<file path="config.mk">
export PLATFORM = sky130hd
export DESIGN_NAME = bias_relu_quant
export DESIGN_NICKNAME = d
export VERILOG_FILES = /design/src/rtl/wrd_pkg.sv /design/src/rtl/relu_quant.sv /design/src/rtl/bias_relu_quant.sv
export SDC_FILE = /design/constraint.sdc
export NUM_CORES = 1
export LEC_CHECK = 0
export ABC_AREA = 1
export CORE_AREA = 10 10 139 141
export DETAILED_ROUTE_END_ITERATION = 8
export DIE_AREA = 0 0 149 151
export PLACE_DENSITY = 0.9
export SYNTH_ARGS = -nofsm -noshare
export SYNTH_HDL_FRONTEND = slang
export SYNTH_HIERARCHICAL = 1
export SYNTH_SLANG_ARGS = --single-unit
</file>
<file path="constraint.sdc">
create_clock -name clk_i -period 5.4 [get_ports clk_i]
set_clock_uncertainty 0.05 [all_clocks]
set_input_delay 1.08 -clock clk_i [delete_from_list [all_inputs] [get_ports clk_i]]
set_output_delay 1.08 -clock clk_i [all_outputs]
set_load 0.01 [all_outputs]
</file>
<file path="src/rtl/wrd_pkg.sv">
// rtl/wrd_pkg.sv - word-width constants shared by the convolution and post-processing stages
// Contents: BW (activation width), MUL_OUT_BW (product width), ADD_OUT_BW (accumulator width).
package wrd_pkg;
    localparam int BW         = 8;
    localparam int MUL_OUT_BW = 16;
    localparam int ADD_OUT_BW = 18;
endpackage

</file>
<file path="src/rtl/relu_quant.sv">
// rtl/relu_quant.sv - combinational ReLU, round-half-up, right shift and saturation to an activation
// Ports:
//   sum : W-bit two's-complement biased accumulator
//   q   : BW_O-bit activation, always in 0 .. 2^(BW_O-1)-1
module relu_quant #(
    parameter int W     = 19,
    parameter int BW_O  = 8,
    parameter int SHIFT = 4
) (
    input  logic [W-1:0]    sum,
    output logic [BW_O-1:0] q
);
    localparam logic [W:0] RND   = (W+1)'(2 ** (SHIFT - 1));
    localparam logic [W:0] MAX_Q = (W+1)'(2 ** (BW_O - 1) - 1);

    logic [W:0] rounded;
    logic [W:0] shifted;

    // One extra bit of headroom so the rounding add of a non-negative sum cannot wrap.
    always_comb begin
        rounded = {1'b0, sum} + RND;
        shifted = rounded >> SHIFT;
        if (sum[W-1]) begin
            q = '0;
        end else if (shifted > MAX_Q) begin
            q = BW_O'(MAX_Q);
        end else begin
            q = shifted[BW_O-1:0];
        end
    end
endmodule

</file>
<file path="src/rtl/bias_relu_quant.sv">
// rtl/bias_relu_quant.sv - per-filter bias add, ReLU and 8-bit quantization of the conv accumulator stream
// Ports:
//   clk_i, rst_i                        : clock, synchronous active-high reset
//   data_i/valid_i/last_i/ready_o       : accumulator input stream (filter-major, last on final beat)
//   data_o/valid_o/last_o/ready_i       : activation output stream
//   bias_wr_en_i/addr_i/data_i          : bias register write port
//   err_o                               : sticky framing error, cleared only by reset
module bias_relu_quant
    import wrd_pkg::*;
#(
    parameter int NUM_FILTERS = 8,
    parameter int FRAME_LEN   = 50,
    parameter int BW_I        = ADD_OUT_BW,
    parameter int BW_O        = BW,
    parameter int SHIFT       = 4,
    localparam int AW         = (NUM_FILTERS > 1) ? $clog2(NUM_FILTERS) : 1
) (
    input  logic            clk_i,
    input  logic            rst_i,
    input  logic [BW_I-1:0] data_i,
    input  logic            valid_i,
    input  logic            last_i,
    output logic            ready_o,
    output logic [BW_O-1:0] data_o,
    output logic            valid_o,
    output logic            last_o,
    input  logic            ready_i,
    input  logic            bias_wr_en_i,
    input  logic [AW-1:0]   bias_wr_addr_i,
    input  logic [BW_I-1:0] bias_wr_data_i,
    output logic            err_o
);
    localparam int EW = (FRAME_LEN > 1) ? $clog2(FRAME_LEN) : 1;
    localparam logic [EW-1:0] ELEM_LAST = EW'(FRAME_LEN - 1);
    localparam logic [AW-1:0] FILT_LAST = AW'(NUM_FILTERS - 1);

    logic [BW_I-1:0] bias [NUM_FILTERS];
    logic [BW_I-1:0] bias_rd;
    logic [EW-1:0]   elem_cnt;
    logic [AW-1:0]   filt_cnt;
    logic            wr_in_range;
    logic            accept;
    logic            at_end;

    logic            v1;
    logic [BW_I:0]   sum1;
    logic            last1;
    logic            v2;
    logic            en1;
    logic            en2;
    logic [BW_O-1:0] q;

    assign en2     = !v2 || ready_i;
    assign en1     = !v1 || en2;
    assign ready_o = en1;
    assign valid_o = v2;
    assign accept  = valid_i && en1;
    assign at_end  = (elem_cnt == ELEM_LAST) && (filt_cnt == FILT_LAST);
    assign bias_rd = bias[filt_cnt];
    assign wr_in_range = ({1'b0, bias_wr_addr_i} < (AW+1)'(NUM_FILTERS));

    // A beat accepted alongside a write still reads the pre-edge value.
    always_ff @(posedge clk_i) begin
        if (rst_i) begin
            for (int i = 0; i < NUM_FILTERS; i++) begin
                bias[i] <= '0;
            end
        end else if (bias_wr_en_i && wr_in_range) begin
            bias[bias_wr_addr_i] <= bias_wr_data_i;
        end
    end

    // Position tracking: last_i or the final position both restart the group;
    // any disagreement between the two marks a framing error.
    always_ff @(posedge clk_i) begin
        if (rst_i) begin
            elem_cnt <= '0;
            filt_cnt <= '0;
            err_o    <= 1'b0;
        end else if (accept) begin
            if (last_i || at_end) begin
                elem_cnt <= '0;
                filt_cnt <= '0;
                if (last_i != at_end) begin
                    err_o <= 1'b1;
                end
            end else if (elem_cnt == ELEM_LAST) begin
                elem_cnt <= '0;
                filt_cnt <= filt_cnt + 1'b1;
            end else begin
                elem_cnt <= elem_cnt + 1'b1;
            end
        end
    end

    always_ff @(posedge clk_i) begin
        if (rst_i) begin
            v1    <= 1'b0;
            sum1  <= '0;
            last1 <= 1'b0;
        end else if (en1) begin
            v1 <= valid_i;
            if (valid_i) begin
                sum1  <= {data_i[BW_I-1], data_i} + {bias_rd[BW_I-1], bias_rd};
                last1 <= last_i;
            end
        end
    end

    relu_quant #(
        .W     (BW_I + 1),
        .BW_O  (BW_O),
        .SHIFT (SHIFT)
    ) u_relu_quant (
        .sum (sum1),
        .q   (q)
    );

    // Output registers only load with a real beat, so they hold steady under backpressure.
    always_ff @(posedge clk_i) begin
        if (rst_i) begin
            v2     <= 1'b0;
            data_o <= '0;
            last_o <= 1'b0;
        end else if (en2) begin
            v2 <= v1;
            if (v1) begin
                data_o <= q;
                last_o <= last1;
            end
        end
    end
endmodule

</file>
==> metrics list <==
* Run status: completed
- Shortest clock period the worst path allows after layout: approximately 3.4 ns
* Number of clock buffers inserted by TritonCTS: 17
- Across the run, the number of max-cap violations was 0.
- Number of post-CTS setup repair buffers: 0
- For the pin with the worst max-slew slack, the measured transition is around 0.76 ns.
- For this run, the number of Yosys warnings is 6.
* Initial DRT Pass Iterations: 5
- CTS tree: done
- CP top delay family: simple AND/OR/NAND/NOR gates
* Count of unresolved DRC violations after routing: 0
* Sink Count: 185
* Net Count, Synth: roughly 1200
- Hold Crit Endpoint: err_o$_SDFFE_PP0P_
- The critical path contains buffers and inverters numbering 4 combined.
- Clock network fraction of total power: 0.360
- Internal reg-to-reg setup slack: ~2.0 ns
* Floorplan die width: about 150 um
- The analysis attributes to cell leakage a power of 4.55 nW.
- Relative to the synthesized area, the layout overhead comes to 12.9%.
- Startpoint type of the worst setup path: flip-flop
- Antenna viol nets, final: 0
- Of the total power, combinational logic draws 0.156.
* Depth of the worst hold-timing path: 2
- Along the worst path, the maximum fanout reaches 36.
- Die Area: about 22000 um2
- Class of the most critical setup path: flip-flop to flip-flop
- The min-delay analysis places its worst path in the category flip-flop to flip-flop.
* Pwr per Cell Area: 318 nW/um2
* Post-route cell area: between 10000 and 15000 um2
- The number of gates resized after CTS was 0.
* Fraction of the cycle the final worst path needs: 0.622
- Counting cells, the worst reg-to-reg path comes to 18.
* Average footprint of a synthesized cell: 8.65 um2
- Cts-stage hold buffer count: 0
- Slew Limit Fails: 0
* RD Place Congestion: 0.915
* Post-Route WL: 26.2 mm
* Number of nets in the layout: around 1200
* Initial antenna violation count: 0
- Of the total power, registers draw 0.484.
* Placeable core region: between 15000 and 20000 um2
- Internal power component: between 0.002 and 0.003 W
- Using the TritonRoute via totals, the vias-per-cell ratio works out to between 5 and 6.
* Detail-routed net length per standard cell: 18.9 um
* Cell with the biggest individual delay on the critical path: inv_2
* End-of-flow core utilization: 0.660
- R2r endpoint: sum1[16]$_SDFFE_PP0P_
* Clk Tree Root Cell: clkbuf_16
* Proportion of layout cells with a drive suffix above 1: 0.0808
* Type of element capturing the critical path: flip-flop
* Count of buffers inserted at the top-level ports: between 50 and 60
- DR iter-0 viols: between 800 and 900
- Height of the die: 151 um
* Net switching share of the total power: 0.275
* Post-detail-place hpwl: about 18 mm
- Initial cell density of the core: 0.585
- Setup repair after global routing left no endpoint under its margin.
- Required arrival time at the worst endpoint: between 5 and 6 ns
- VDD sags by at most 258 uV.
- Via count of the first global-routing pass: about 7600
* Number of endpoints with negative hold slack in the final report: 0
- CP cell instances: inv_2, o21ai_0, o22ai_1, nor2_1, a31oi_1, ha_1, inv_1, fa_1, inv_1, nand3_1, nand3_1, nand2_1, nand2_1, nand2_1, nand3_1, nand3_1, nand2_1, inv_1
* Mapped Area: between 9000 and 10000 um2
* Total Routing Usage GR: 0.234
* Largest stage delay, worst path: 0.50 ns
- The H-tree was split into 4 levels.
- The longest clock path from root to sink contains 2 buffers.
* DR vias: 7930
* Instance area at placement: 10300 um2
* Total congestion overflow after global routing: 0
- Total of endpoints with negative setup slack in the final report: 0
- Count of inserted antenna diode cells: 0
* Startpoint of the tightest hold check path: err_o$_SDFFE_PP0P_
* Clock Latency Late Sink: ~0.45 ns
- For this design the total switching power over the nets is around 0.00095 W.
* Clk slew on worst S/H paths: around 0.070 ns
* Final total negative setup slack: 0 ns
- Pin count of the biggest net entering global routing: 73
* Post-Syn Instances: approximately 1100
- Based on the critical path, the design can be clocked at up to just under 0.3 GHz.
- The first global-routing pass estimated between 30 and 40 mm of wire.
* Data arrival at the endpoint of the critical path: around 3.7 ns
- Std-Cell Rows: between 40 and 50
- In this run the tightest slew margin relative to its limit is 0.494.
- I/O pin count: 57
## per-layer routing
layer	routed length, um	track usage	part of all wire
met2	13300	0.417	0.51
met4	1540	0.146	0.059
met5	0	0	0
met3	2080	0.0486	0.079
met1	9250	0.249	0.35
## flip-flops by register name, indices dropped and copies added (netlist names), named ones only
name	cells
sum1	16
bias	144
err_o	1
last1	1
v1	1
last_o	1
filt_cnt	3
elem_cnt	6
valid_o	1
data_o	8
## worst max path at each step
stage / endpoint / slack, ns / depth (start not counted)
final: sum1[16]$_SDFFE_PP0P_ / 2.04 / 18
after global routing: sum1[12]$_SDFFE_PP0P_ / 1.82 / 18
after floorplan: bias[0][0]$_SDFFCE_PN0P_ / 2.79 / 7
after global placement: bias[4][6]$_SDFFCE_PN0P_ / 1.98 / 7
after detailed placement: bias[4][7]$_SDFFCE_PN0P_ / 1.92 / 7
after CTS: ready_o / 2.05 / 4
## layout by cell type, fill, tap and decap left out, drive strengths merged
cell / instances
bufinv: 1
nand2: 149
xor2: 9
ha: 24
o211a: 1
buf: 5
a21oi: 27
nor3: 4
dfxtp: 41
clkbuf: 23
clkinv: 5
conb: 1
nor2: 357
fa: 1
nand3: 48
edfxtp: 144
clkdlybuf4s50: 56
xnor2: 4
a211oi: 1
a31oi: 17
o211ai: 2
nor3b: 2
o22ai: 19
o21ai: 100
inv: 110
and2: 1
or2: 1
nand4: 11
## worst reg2reg max path: stages, from the launching register on
cell     delay, ns
dfxtp_1       0.45
inv_2         0.51
o21ai_0       0.19
o22ai_1       0.19
nor2_1        0.08
a31oi_1       0.24
ha_1          0.25
inv_1         0.06
fa_1          0.37
inv_1         0.10
nand3_1       0.08
nand3_1       0.11
nand2_1       0.08
nand2_1       0.13
nand2_1       0.08
nand3_1       0.07
nand3_1       0.08
nand2_1       0.09
inv_1         0.03
## power groups by stage
stage	Combinational, W	Sequential, W	Clock (W)
6_report	0.000539	0.00168	0.00125
3_3_place_gp	0.000511	0.00170	0
3_5_place_dp	0.000526	0.00171	0
2_1_floorplan	0.000360	0.00169	0
5_1_grt	0.000589	0.00168	0.00131
4_1_cts	0.000530	0.00168	0.00125
## metrics by stage
| stage | hold slack, ns | total power (W) | instances | worst slack, ns |
|---|---|---|---|---|
| 6_report | 0.415 | 0.00346 | 1384 | 2.04 |
| 5_1_grt | 0.434 | 0.00358 | 1384 | 1.82 |
| 4_1_cts | 0.417 | 0.00345 | 1384 | 2.05 |
| 3_5_place_dp | 0.407 | 0.00223 | 1352 | 1.92 |
| 3_3_place_gp | 0.404 | 0.00221 | 1352 | 1.98 |
| 2_1_floorplan | 0.394 | 0.00205 | 1114 | 2.79 |
## final cells by class
class	instances	area, um2
Clock buffer	23	499
Clock inverter	9	85.1
Fill cell	1292	5590
Inverter	107	409
Multi-Input combinational cell	779	3860
Sequential cell	185	5150
Tap cell	220	275
Timing Repair Buffer	61	598
Note: power is estimated with default switching activity, not from simulation.
